[config.mk]
export PLATFORM = sky130hd
export DESIGN_NAME = rx_block_packer
export DESIGN_NICKNAME = d
export VERILOG_FILES = /design/src/rtl/rx_block_packer.sv
export SDC_FILE = /design/constraint.sdc
export NUM_CORES = 1
export LEC_CHECK = 0
export ABC_AREA = 1
export BUFFER_PORTS_ARGS = -buffer_cell sky130_fd_sc_hd__buf_2
export CAP_MARGIN = 20
export CELL_PAD_IN_SITES_DETAIL_PLACEMENT = 0
export CELL_PAD_IN_SITES_GLOBAL_PLACEMENT = 2
export CORE_ASPECT_RATIO = 0.7
export CORE_MARGIN = 5
export CORE_UTILIZATION = 34
export CTS_CLUSTER_DIAMETER = 50
export DETAILED_ROUTE_END_ITERATION = 8
export HOLD_SLACK_MARGIN = 0.06
export PLACE_DENSITY = 0.84
export REMOVE_ABC_BUFFERS = 1
export SLEW_MARGIN = 20
export SYNTH_ARGS = -nofsm -noshare
export SYNTH_HDL_FRONTEND = slang
export SYNTH_SLANG_ARGS = --single-unit
[constraint.sdc]
create_clock -name clk -period 2.44 [get_ports clk]
set_clock_uncertainty 0.1 [all_clocks]
set_input_delay 0.244 -clock clk [delete_from_list [all_inputs] [get_ports clk]]
set_output_delay 0.244 -clock clk [all_outputs]
set_load 0.02 [all_outputs]
[src/rtl/rx_block_packer.sv]
// Receive-path word packer: collects WORDS_PER_BLOCK FIFO words per MCU strobe into one
// cipher block and holds it for the cipher core, flagging busy/overrun back to the MCU.
module rx_block_packer #(
  parameter int WORD_W          = 8,
  parameter int WORDS_PER_BLOCK = 8
) (
  input  logic                                   clk,
  input  logic                                   n_reset,
  input  logic                                   clear,
  input  logic                                   read_fifo,
  input  logic [WORD_W-1:0]                      rx_data,
  input  logic                                   is_encrypt,
  input  logic                                   cipher_ready,
  output logic                                   block_valid,
  output logic [WORD_W*WORDS_PER_BLOCK-1:0]      block_data,
  output logic                                   block_is_encrypt,
  output logic                                   accepted,
  output logic [$clog2(WORDS_PER_BLOCK+1)-1:0]   fill_level,
  output logic                                   overrun,
  output logic                                   dbg_state
);

  localparam int BLOCK_W = WORD_W * WORDS_PER_BLOCK;
  localparam int FILL_W  = $clog2(WORDS_PER_BLOCK + 1);

  typedef enum logic {
    FILL = 1'b0,
    FULL = 1'b1
  } state_e;

  state_e              state_q, state_d;
  logic [FILL_W-1:0]   fill_q, fill_d;
  logic [BLOCK_W-1:0]  data_q, data_d;
  logic                enc_q, enc_d;
  logic                overrun_q, overrun_d;

  // Handshake: a block transfers on any cycle where block_valid and cipher_ready are both
  // high; once block_valid rises, block_data and block_is_encrypt stay fixed until that
  // transfer (or clear), and cipher_ready has no effect while block_valid is low.
  always_comb begin
    state_d   = state_q;
    fill_d    = fill_q;
    data_d    = data_q;
    enc_d     = enc_q;
    overrun_d = overrun_q;
    if (clear) begin
      state_d   = FILL;
      fill_d    = '0;
      overrun_d = 1'b0;
    end else begin
      case (state_q)
        FILL: begin
          if (read_fifo) begin
            for (int k = 0; k < WORDS_PER_BLOCK; k++) begin
              if (fill_q == FILL_W'(k)) data_d[BLOCK_W-1-k*WORD_W -: WORD_W] = rx_data;
            end
            if (fill_q == '0) enc_d = is_encrypt;
            fill_d = fill_q + FILL_W'(1);
            if (fill_q == FILL_W'(WORDS_PER_BLOCK - 1)) state_d = FULL;
          end
        end
        FULL: begin
          // Strobes while busy are dropped, including on the handshake cycle.
          if (read_fifo) overrun_d = 1'b1;
          if (cipher_ready) begin
            state_d = FILL;
            fill_d  = '0;
          end
        end
        default: state_d = FILL;
      endcase
    end
  end

  always_ff @(posedge clk or negedge n_reset) begin
    if (!n_reset) begin
      state_q   <= FILL;
      fill_q    <= '0;
      data_q    <= '0;
      enc_q     <= 1'b0;
      overrun_q <= 1'b0;
    end else begin
      state_q   <= state_d;
      fill_q    <= fill_d;
      data_q    <= data_d;
      enc_q     <= enc_d;
      overrun_q <= overrun_d;
    end
  end

  assign block_valid      = (state_q == FULL);
  assign accepted         = (state_q == FULL);
  assign block_data       = data_q;
  assign block_is_encrypt = enc_q;
  assign fill_level       = fill_q;
  assign overrun          = overrun_q;
  assign dbg_state        = state_q;

endmodule

Word level (Yosys, flattened, before mapping)
Cells that the tools add are included.

word-level totals
  register bits = 71
  bits of input ports = 14
  output and inout bits = 73
  word-level logic and storage cells = 49

cells by class
  $add $sub $neg = 1
  equal/unequal tests = 9
  mux-type cells = 12
  bitwise logic cells = 2
  reduce and logical (&&, ||, !) cells = 13

operator list
  operator               count
  $reduce_and A4 Y1      8
  $eq A4 B3 Y1 const B   4
  $mux W4                3
  $eq A4 B2 Y1 const B   2
  $pmux W4 S2            1
  $mux W1                7
  $ne A3 B3 Y1 const B   2
  $add A4 B1 Y4 const B  1
  $eq A4 B1 Y1 const B   1
  $logic_not A4 Y1       1
  $reduce_and A2 Y1      2
  $reduce_bool A2 Y1     2
  $not A1 Y1             2
  $pmux W1 S2            1

Depth between registers and ports, before layout
Gate-level depths: netlist (run 1).

  depth in word-level cells = 5
  depth in mapped cells = 8
  depth with buffers taken out = 7

Least setup slack after synthesis (run 1)
OpenSTA, ideal clock, no wires.

  path type = register to register
  from = reg fill_q[0], in the netlist fill_level[0]
  to = reg data_q[62], in the netlist block_data[62]
  library setup time = 0.125 ns
  arrival time = 1.316 ns
  data required time = 2.215 ns
  path slack = 0.898 ns
  cell stages (with the launch flop) = 9
  path buffers = 1
  clock period less this slack = 1.542 ns
  cell sequence = dfrtp_1 -> inv_1 -> ha_1 -> nand2_1 -> inv_1 -> nand3_4 -> buf_6 -> nand2_1 -> o21ai_2

between the ends
  longest elaborated chain between the ends = 2

RTL lines
  element                             line  RTL
  start, declared                     32    logic [FILL_W-1:0] fill_q, fill_d;
  start signal, assigned              84    fill_q <= fill_d;
  $logic_not A4 Y1                    55    if (fill_q == FILL_W'(k)) data_d[BLOCK_W-1-k*WORD_W -: WORD_W] = rx_data;
  $reduce_and A4 Y1 (no source line)  -
  end signal, assigned                85    data_q <= data_d;
  end, declared                       33    logic [BLOCK_W-1:0] data_q, data_d;

No other way between the ends.
A chain may end at the register's enable or synchronous reset.

Worst setup path after layout (run 1)
  from = in clear
  to = reg data_q[63], in the netlist block_data[63]

between the ends
  longest elaborated chain between the ends = 2

RTL lines
  element                             line  RTL
  start, declared                     9     input logic clear,
  $not A1 Y1 (no source line)         -
  $reduce_and A4 Y1 (no source line)  -

No other way between the ends.

==> results.md, run 1 <==
* Result of the run: completed
* Die H at 88.9 um
* Syn. warnings at 0
* Syn-to-layout area delta at 26.1%
* Syn Inst Count at 279
* Antenna cell count at 0
* Vias/cell at 4.44
* DRC viols at 0
* I/O Buffers at 86
* Worst slew pin tran at 896 ps
* Tmin final at 1860 ps
* DRT Wirelength at 7270 um
* Worst-case reg-to-reg path depth at 4
* Grt total ovfl at 0
* Pwr/cell area at 901 nW/um2
* Core area at 8550 um2
* Initial Util at 0.354
* Area of the multi-input gates at 1050 um2
* Mapped Avg Cell Area at 10.8 um2
* Sequential-to-total area share from yosys stat at 0.587
* Worst hold stages at 4
* FP Rows at 28
* Post-CTS Resized at 0
* Total GRT Usage at 0.142
* Comb power frac at 0.200
* EDFF count, synth at 0
* Largest stage delay on the critical path at 530 ps
* Clock buffer depth at 2
* Fin. Hold Viols at 0
* Max Cap Viol at 0
* Clock power share at 0.379
* Worst EP required at 2540 ps
* Hold Crit Start: cipher_ready
* Fraction of registers with async set/reset at 1.00
* R2R Path Start: accepted$_DFF_PN0_
* Final Max Tran Viols at 0
* Synth unique cells at 20
* Reg power frac at 0.421
* # IOs at 87
* Worst Path Buf+Inv at 2
* Clock Root Buffer: clkbuf_16
* Fin area at 3820 um2
* Internal power at 2410 uW
* NetSw at 1020 uW
* Cell taking the most area after synthesis: dfrtp_1
* CP Launch Type: input port
* Mapped Area at 3030 um2
* Hold endpoint: fill_level[3]$_DFFE_PN0P_
* Achievable Freq at 0.538 GHz
* Largest net degree at the start of global routing at 72
* Worst-path fanout max at 18
* # fillers at 863
* Reg2Reg Setup Slack at 740 ps
* Final net count at 385
* Buffer count from post-CTS setup fixing at 0
* Worst path slowest cell: dlygate4sd3_1
* WP data arrival at 1960 ps
* Most numerous cell in the Yosys netlist: nand2_1
* Share of the synthesized area in the top cell type at 0.587
* Die width at 123 um
* DP Area at 3490 um2
* Synth cell count leaders: nand2_1, dfrtp_1, o21ai_1, o21ai_2, inv_1
* Antenna violations before repair at 0
* P_leak at 0.00200 uW
* CTS tree: done
* Iter 0 DRT Violations at 124
* Routed Antenna Nets at 0
* CTS sink cnt at 71
* Reg area at 1780 um2
* Layout cells sized above 1 at 0.391
* Yosys reg bits at 71
* Slew headroom at 0.403
* Setup TNS at 0 ps
* Top_reg_cell synth: dfrtp_1
* Hold crit path type: input port to register
* Crit share post-route at 0.761
* Critical path class: input port to register
* Total die area at 10900 um2
* Ranking of synthesized cells by area: dfrtp_1, nand2_1, o21ai_2
* Maximum vdd drop at 0.354 mV
* Critical path's top delay family: simple AND/OR/NAND/NOR gates
* Critical R2R Capture: block_data[63]$_DFFE_PN0P_
* Routed length per instance at 14.8 um
* Vias at 2180
* DRT Pass-1 Iters at 4
* Htree depth at 3
* Number of global-route vias before repair at 2060
* Hpwl dp at 5230 um
* Final setup violation count at 0
* Switch share at 0.298
* Cts bufs inserted at 9
* Crit end category: register
* Global-route wire length before repair at 11500 um
* Worst-skew pair later-pin latency at 320 ps
* Global placement routability congestion at 0.810
* RSZ-0062 raised after global routing: no
* Crit-path cells: dlygate4sd3_1, buf_2, nor2_4, nand3_4, nand2_1, o21ai_2
* Worst-path clk slew at 60 ps
## cell families (layout without fill, tap and decap cells)
logic type / count (synthesis) / after routing / share of synthesized area
AOI/OAI and AO/OA: 68 / 68 / 0.151
adders and majority gates: 4 / 4 / 0.0165
DFF: 71 / 71 / 0.587
buffers and inverters: 33 / 125 / 0.0662
and+or+nand+nor: 103 / 103 / 0.179
## repair_timing
item / CTS / global route
hold endpoints to repair: 73 / 0
hold buffers: 3 / 0
endpoints found under the setup margin: 0 / 0
## flip-flops by register name, summed over array words and instances, names as in the netlist
| signal | cells |
|---|---|
| block_data | 64 |
| fill_level | 4 |
| block_is_encrypt | 1 |
| overrun | 1 |
| accepted | 1 |
## power by group through the flow
stage	combinational [uW]	clock [uW]	sequential, uW
after floorplan	211	0	1670
after global placement	687	0	1470
after detailed placement	699	0	1470
after CTS	704	1330	1450
after global routing	758	1390	1470
final	686	1300	1450
## cells in the final DEF, fill, tap and decap left out
cell type	netlist	final
buf_2	1	85
nand2_1	81	81
dfrtp_1	71	71
o21ai_1	34	34
o21ai_2	31	31
inv_1	20	20
clkbuf_16	0	9
nand3_4	8	8
nor2_1	4	4
ha_1	4	4
nand3_1	3	3
dlygate4sd3_1	0	3
nor2_4	2	2
nand4_1	2	2
a21oi_1	2	2
clkbuf_8	0	2
inv_2	1	1
nor2_8	1	1
or2_2	1	1
o21ai_0	1	1
nand2_2	1	1
clkinvlp_4	0	1
clkbuf_1	0	1
bufinv_16	0	1
clkinv_2	0	1
buf_4	2	1
## per-stage QoR
stage | std cells | total power [uW] | hold WS [ps] | util | setup WS [ps]
final | 491 | 3440 | 116 | 0.446 | 582
after global routing | 491 | 3620 | 124 | 0.446 | 468
after CTS | 491 | 3480 | 105 | 0.446 | 596
after detailed placement | 473 | 2160 | 339 | 0.408 | 748
after global placement | 473 | 2160 | 339 | 0.408 | 780
after floorplan | 267 | 1880 | -152 | - | 617
## metal layers
layer | routed length (um) | GRT usage | vias up
li1 | - | - | 1099
met1 | 3920 | 0.220 | 1011
met2 | 2800 | 0.183 | 63
met3 | 482 | 0.0468 | 7
met4 | 77 | 0.0488 | 0
met5 | 0 | 0 | -
## layout make-up
| cell class | instances | area share |
|---|---|---|
| repair buffers | 89 | 0.121 |
| multi-input cells | 175 | 0.275 |
| clock buffers | 12 | 0.0672 |
| clock inverters | 3 | 0.0111 |
| flip-flops and latches | 71 | 0.466 |
| inverters | 21 | 0.0207 |
| well taps | 120 | 0.0393 |
## worst max path at each step
stage	start	end	slack, ps	cells past startpoint
after floorplan	accepted$_DFF_PN0_	block_data[61]$_DFFE_PN0P_	620	4
after global placement	accepted$_DFF_PN0_	block_data[58]$_DFFE_PN0P_	780	4
after detailed placement	accepted$_DFF_PN0_	block_data[61]$_DFFE_PN0P_	750	4
after CTS	clear	block_data[63]$_DFFE_PN0P_	600	6
after global routing	clear	block_data[56]$_DFFE_PN0P_	470	6
final	clear	block_data[63]$_DFFE_PN0P_	580	6
## worst min-delay path, cell delays in order
cell and delay, ps:
buf_2 90, a21oi_1 70, nand2_1 60, nor2_1 30
(Power assumes the default switching activity.)
==> run 2, diff against run 1 <==
--- a/config.mk
+++ b/config.mk
@@ -12,11 +12,11 @@
 export CELL_PAD_IN_SITES_GLOBAL_PLACEMENT = 2
 export CORE_ASPECT_RATIO = 0.7
 export CORE_MARGIN = 5
-export CORE_UTILIZATION = 34
+export CORE_UTILIZATION = 29
 export CTS_CLUSTER_DIAMETER = 50
 export DETAILED_ROUTE_END_ITERATION = 8
 export HOLD_SLACK_MARGIN = 0.06
-export PLACE_DENSITY = 0.84
+export PLACE_DENSITY = 0.77
 export REMOVE_ABC_BUFFERS = 1
 export SLEW_MARGIN = 20
 export SYNTH_ARGS = -nofsm -noshare
==> constraint.sdc (replaced) <==
create_clock -name clk -period 1.7 [get_ports clk]
set_clock_uncertainty 0.1 [all_clocks]
set_input_delay 0.17 -clock clk [delete_from_list [all_inputs] [get_ports clk]]
set_output_delay 0.17 -clock clk [all_outputs]
set_load 0.02 [all_outputs]
==> results.md, run 2 (synthesized netlist as in run 1, its figures left out) <==
* Layout cells sized above 1 at 0.397 (was 0.391)
* Maximum vdd drop at 0.521 mV (was 0.354 mV)
* Worst-skew pair later-pin latency at 330 ps (was 320 ps)
* Antenna violations before repair at 0 (unchanged)
* Total GRT Usage at 0.128 (was 0.142)
* Worst path slowest cell: dfrtp_1 (was dlygate4sd3_1)
* Die H at 95.5 um (was 88.9 um)
* Core area at 10300 um2 (was 8550 um2)
* Hold crit path type: input port to register (unchanged)
* Worst EP required at 1800 ps (was 2540 ps)
* Iter 0 DRT Violations at 149 (was 124)
* Worst-path clk slew at 50 ps (was 60 ps)
* Result of the run: completed (unchanged)
* Htree depth at 3 (unchanged)
* DRT Pass-1 Iters at 4 (unchanged)
* Global-route wire length before repair at 12300 um (was 11500 um)
* Grt total ovfl at 0 (unchanged)
* Hpwl dp at 5630 um (was 5230 um)
* Commonest non-fill, non-tap cell in the layout: buf_2 (unchanged)
* Initial Util at 0.294 (was 0.354)
* Routed Antenna Nets at 0 (unchanged)
* Syn-to-layout area delta at 29.6% (was 26.1%)
* Vias/cell at 4.43 (was 4.44)
* # IOs at 87 (unchanged)
* Most frequent cells in the layout: buf_2, nand2_1, dfrtp_1 (unchanged)
* Number of global-route vias before repair at 2275 (was 2060)
* I/O Buffers at 86 (unchanged)
* Global placement routability congestion at 0.722 (was 0.810)
* P_leak at 0.00205 uW (was 0.00200 uW)
* Final Max Tran Viols at 0 (unchanged)
* Cts bufs inserted at 9 (unchanged)
* Worst hold stages at 3 (was 4)
* WP data arrival at 1650 ps (was 1960 ps)
* Max FFs per register at 64 (unchanged)
* Crit-path cells: inv_1, ha_1, nand2_1, inv_1, nand3_4, nand2_1, o21ai_2 (was dlygate4sd3_1, buf_2, nor2_4, nand3_4, nand2_1, o21ai_2)
* Pwr/cell area at 1260 nW/um2 (was 901 nW/um2)
* Tmin final at 1550 ps
* Crit share post-route at 0.913
* Worst slew pin tran at 486 ps (was 896 ps)
* Max Cap Viol at 0 (unchanged)
* Critical path class: register to register (was input port to register)
* Worst-case reg-to-reg path depth at 7 (was 4)
* Setup WS pre-CTS at 95.8 ps (was 748 ps)
* Vias at 2259 (was 2180)
* Final setup violation count at 0 (unchanged)
* Clock Root Buffer: clkbuf_16 (unchanged)
* CTS sink cnt at 71 (unchanged)
* Worst Path Buf+Inv at 2 (unchanged)
* Antenna cell count at 0 (unchanged)
* Cells after DPL at 488 (was 473)
* Total die area at 12600 um2 (was 10900 um2)
* CTS tree: done (unchanged)
* Largest stage delay on the critical path at 430 ps (was 530 ps)
* Fin. Hold Viols at 0 (unchanged)
* Crit end category: register (unchanged)
* Slew headroom at 0.675 (was 0.403)
* Clock buffer depth at 2 (unchanged)
* Layout Cells excl Fill at 510 (was 491)
* Cell count along the critical path at 7 (was 6)
* Largest net degree at the start of global routing at 30 (was 72)
* Die width at 132 um (was 123 um)
* DP Area at 3550 um2 (was 3490 um2)
* Fin area at 3920 um2 (was 3820 um2)
* DRT Wirelength at 7880 um (was 7270 um)
* Critical path's top delay family: flip-flops (was simple AND/OR/NAND/NOR gates)
* DRC viols at 0 (unchanged)
* Final setup margin at 148 ps (was 582 ps)
* CP Launch Type: register (was input port)
* Final Power at 4940 uW (was 3440 uW)
* RSZ-0062 raised after global routing: no (unchanged)
* WHS at 80.0 ps (was 116 ps)
* FP Rows at 31 (was 28)
* Achievable Freq at 0.644 GHz
* Routed length per instance at 15.5 um (was 14.8 um)
* Final net count at 391 (was 385)
* Worst-path fanout max at 16 (was 18)
## run 2: cell count changes in the layout (fill, tap and decap cells not counted)
cell / change
dlygate4sd3_1: +1
clkbuf_8: -1
clkbuf_1: +1
clkinv_2: +2
buf_4: +1
clkinvlp_4: -1
buf_12: +4
## run 2: where the power goes
group / switching, uW / internal [uW]
Sequential: 146 / 1930
Clock: 677 / 1170
Combinational: 672 / 343
## run 2: metal layers
layer / vias up / wire (um) / track usage
met5: - / 0 / 0
met4: 0 / 51 / 0.0334
met3: 4 / 616 / 0.0570
met2: 69 / 3400 / 0.180
met1: 1083 / 3820 / 0.178
li1: 1103 / - / -
## run 2: cell type report
| cell class | instances | area (um2) |
|---|---|---|
| tap | 132 | 165 |
| fill | 1035 | 6360 |
| sequential | 71 | 1780 |
| timing repair buffer | 95 | 561 |
| inverter | 21 | 78.8 |
| clock buffer | 12 | 246 |
| multi-input combinational | 175 | 1050 |
| clock inverter | 4 | 45.0 |
## run 2: worst reg2reg max path, stage by stage (launching register included)
cell and delay (ps):
dfrtp_1 430, inv_1 130, ha_1 160, nand2_1 50, inv_1 140, nand3_4 220
nand2_1 140, o21ai_2 60
## run 2: final timing paths
| check | endpoint | startpoint | slack, ps |
|---|---|---|---|
| setup / recovery | block_data[11]$_DFFE_PN0P_ | fill_level[0]$_DFFE_PN0P_ | 150 |
| hold / removal | fill_level[1]$_DFFE_PN0P_ | read_fifo | 80 |
| setup reg to reg | block_data[11]$_DFFE_PN0P_ | fill_level[0]$_DFFE_PN0P_ | 150 |
| hold reg to reg | block_data[21]$_DFFE_PN0P_ | block_data[21]$_DFFE_PN0P_ | 380 |
| max in group asynchronous | block_is_encrypt$_DFFE_PN0P_ | n_reset | 710 |
| min in group asynchronous | fill_level[2]$_DFFE_PN0P_ | n_reset | 230 |
## run 2: what timing repair did
item	in CTS	in global routing
resized for setup	0	0
setup endpoints to repair	0	7
setup buffers	0	2
endpoints found under the hold margin	59	0
hold buffers	4	0
## run 2: stage by stage
stage / TNS [ps] / utilization
after global placement: 0 / 0.345
after detailed placement: 0 / 0.345
after floorplan: -3510 / -
after global routing: 0 / 0.381
final: 0 / 0.381
after CTS: 0 / 0.378
==> run 3, diff against run 2 <==
--- a/config.mk
+++ b/config.mk
@@ -13,6 +13,7 @@
 export CORE_ASPECT_RATIO = 0.7
 export CORE_MARGIN = 5
 export CORE_UTILIZATION = 29
+export CTS_BUF_LIST = sky130_fd_sc_hd__clkbuf_4 sky130_fd_sc_hd__clkbuf_8 sky130_fd_sc_hd__clkbuf_16
 export CTS_CLUSTER_DIAMETER = 50
 export DETAILED_ROUTE_END_ITERATION = 8
 export HOLD_SLACK_MARGIN = 0.06
==> constraint.sdc (replaced) <==
create_clock -name clk -period 1.7 [get_ports clk]
set_clock_uncertainty 0.1 [all_clocks]
set_input_delay 0.17 -clock clk [delete_from_list [all_inputs] [get_ports clk]]
set_output_delay 0.17 -clock clk [all_outputs]
set_load 0.05 [all_outputs]
==> results.md, run 3 (synthesized netlist as in run 1, its figures left out) <==
* Result of the run: completed (unchanged)
* Grt total ovfl at 0 (unchanged)
* Largest net degree at the start of global routing at 30 (unchanged)
* Worst-case reg-to-reg path depth at 7 (unchanged)
* Vias at 2264 (was 2259)
* Die width at 132 um (unchanged)
* Antenna violations before repair at 0 (unchanged)
* Most frequent cells in the layout: buf_2, nand2_1, dfrtp_1 (unchanged)
* Number of global-route vias before repair at 2271 (was 2275)
* Routed length per instance at 15.4 um (was 15.5 um)
* Htree depth at 3 (unchanged)
* Pwr/cell area at 1410 nW/um2 (was 1260 nW/um2)
* Reg2Reg Setup Slack at 150 ps (about the same)
* Core area at 10300 um2 (unchanged)
* Slew headroom at 0.674 (was 0.675)
* Syn-to-layout area delta at 29.9% (was 29.6%)
* Largest stage delay on the critical path at 430 ps (about the same)
* Final Max Tran Viols at 0 (unchanged)
* DRT Pass-1 Iters at 4 (unchanged)
* Global placement routability congestion at 0.722 (unchanged)
* Layout cells sized above 1 at 0.402 (was 0.397)
* WP data arrival at 1650 ps (about the same)
* DRC viols at 0 (unchanged)
* CTS sink cnt at 71 (unchanged)
* Vias/cell at 4.44 (was 4.43)
* Clock buffer depth at 2 (unchanged)
* DRT Wirelength at 7870 um (was 7880 um)
* P_leak at 0.00206 uW (was 0.00205 uW)
* Crit-path cells: inv_1, ha_1, nand2_1, inv_1, nand3_4, nand2_1, o21ai_2 (unchanged)
* Critical path class: register to register (unchanged)
* Worst-path fanout max at 16 (unchanged)
* Worst-path clk slew at 50 ps (about the same)
* Antenna cell count at 0 (unchanged)
* Crit end category: register (unchanged)
* Initial Util at 0.294 (unchanged)
* Critical R2R Capture: block_data[11]$_DFFE_PN0P_ (unchanged)
* Fin. Hold Viols at 0 (unchanged)
* Total die area at 12600 um2 (unchanged)
* I/O Buffers at 86 (unchanged)
* Clock Root Buffer: clkbuf_16 (unchanged)
* Worst-skew pair later-pin latency at 330 ps (about the same)
* Achievable Freq at 0.644 GHz (about the same)
* Worst EP required at 1800 ps (about the same)
* Final core utilization at 0.382 (was 0.381)
* Worst slew pin tran at 488 ps (was 486 ps)
* Max FFs per register at 64 (unchanged)
* Global-route wire length before repair at 12300 um (unchanged)
* Hold crit path type: input port to register (unchanged)
* Cts bufs inserted at 9 (unchanged)
* CP Launch Type: register (unchanged)
* RSZ-0062 raised after global routing: no (unchanged)
* CTS tree: done (unchanged)
* Crit share post-route at 0.913 (about the same)
* Max Cap Viol at 0 (unchanged)
* # fillers at 1032 (was 1035)
* FP Rows at 31 (unchanged)
* Final Power at 5540 uW (was 4940 uW)
* # IOs at 87 (unchanged)
* Iter 0 DRT Violations at 147 (was 149)
* R2R Path Start: fill_level[0]$_DFFE_PN0P_ (unchanged)
* Worst path slowest cell: dfrtp_1 (unchanged)
* Commonest non-fill, non-tap cell in the layout: buf_2 (unchanged)
* Worst hold stages at 3 (unchanged)
* Total GRT Usage at 0.128 (unchanged)
* Routed Antenna Nets at 0 (unchanged)
* Tmin final at 1550 ps (about the same)
* Hold Crit Start: read_fifo (unchanged)
* Final setup violation count at 0 (unchanged)
* Hold endpoint: fill_level[1]$_DFFE_PN0P_ (unchanged)
* Maximum vdd drop at 0.617 mV (was 0.521 mV)
* Die H at 95.5 um (unchanged)
* Final net count at 391 (unchanged)
* Hpwl dp at 5630 um (unchanged)
[run 3: changes by cell type in the layout (fill, tap and decap cells not counted)]
cell,delta
clkbuf_1,-2
clkbuf_4,+2
[run 3: worst max-delay path: cells and delay by family, from the launching register on]
kind | cells | cell delay [ps]
flip-flops | 1 | 430
AO/OA/AOI/OAI | 1 | 60
adder cells (fa/ha/maj) | 1 | 160
AND/OR/NAND/NOR | 3 | 410
buffers and inverters | 2 | 270
[run 3: stage by stage]
stage	setup TNS [ps]	setup slack [ps]	hold slack, ps	instance area [um2]	cells
floorplan	-37670	-611	-226	2900	267
global placement	0	160	34.1	3550	488
detailed placement	0	95.8	34.6	3550	488
CTS	0	82.7	73.8	3890	508
global route	0	12.0	93.9	3930	510
finish	0	148	80.3	3930	510
[run 3: final cells by class]
cell class              count  area [um2]  share of cell area
clock inverters             4        45.0              0.0115
multi-input cells         175        1050               0.267
inverters                  21        78.8              0.0201
clock buffers              12         254              0.0646
flip-flops and latches     71        1780               0.452
well taps                 132         165              0.0420
repair buffers             95         561               0.143
[run 3: how the worst max path moves through the flow]
stage                                   start  slack, ps  cells past startpoint                    endpoint
floorplan                  accepted$_DFF_PN0_       -610                      4  block_data[61]$_DFFE_PN0P_
global placement    fill_level[1]$_DFFE_PN0P_        160                      6   block_data[4]$_DFFE_PN0P_
detailed placement  fill_level[0]$_DFFE_PN0P_        100                      7  block_data[61]$_DFFE_PN0P_
CTS                 fill_level[1]$_DFFE_PN0P_         80                      6   block_data[0]$_DFFE_PN0P_
global route        fill_level[1]$_DFFE_PN0P_         10                      7  block_data[23]$_DFFE_PN0P_
finish              fill_level[0]$_DFFE_PN0P_        150                      7  block_data[11]$_DFFE_PN0P_
[run 3: what timing repair did]
item,in CTS,in global routing
setup buffers,0,2
endpoints found under the setup margin,0,7
endpoints found under the hold margin,59,0
hold buffers,4,0
resized for setup,0,0
[run 3: power breakdown]
group          leakage (uW)  total, uW  switching (uW)  internal, uW
Combinational      0.000956       1580            1240           344
Sequential         0.000951       2080             146          1930
Clock              0.000153       1880             675          1200
Total               0.00206       5540            2060          3480
[run 3: routing by layer]
layer	global-route usage	part of all wire	wire, um	vias to the layer above
li1	-	-	-	1101
met1	0.177	0.49	3820	1088
met2	0.180	0.43	3380	70
met3	0.0570	0.077	602	5
met4	0.0334	0.0080	63	0
met5	0	0	0	-
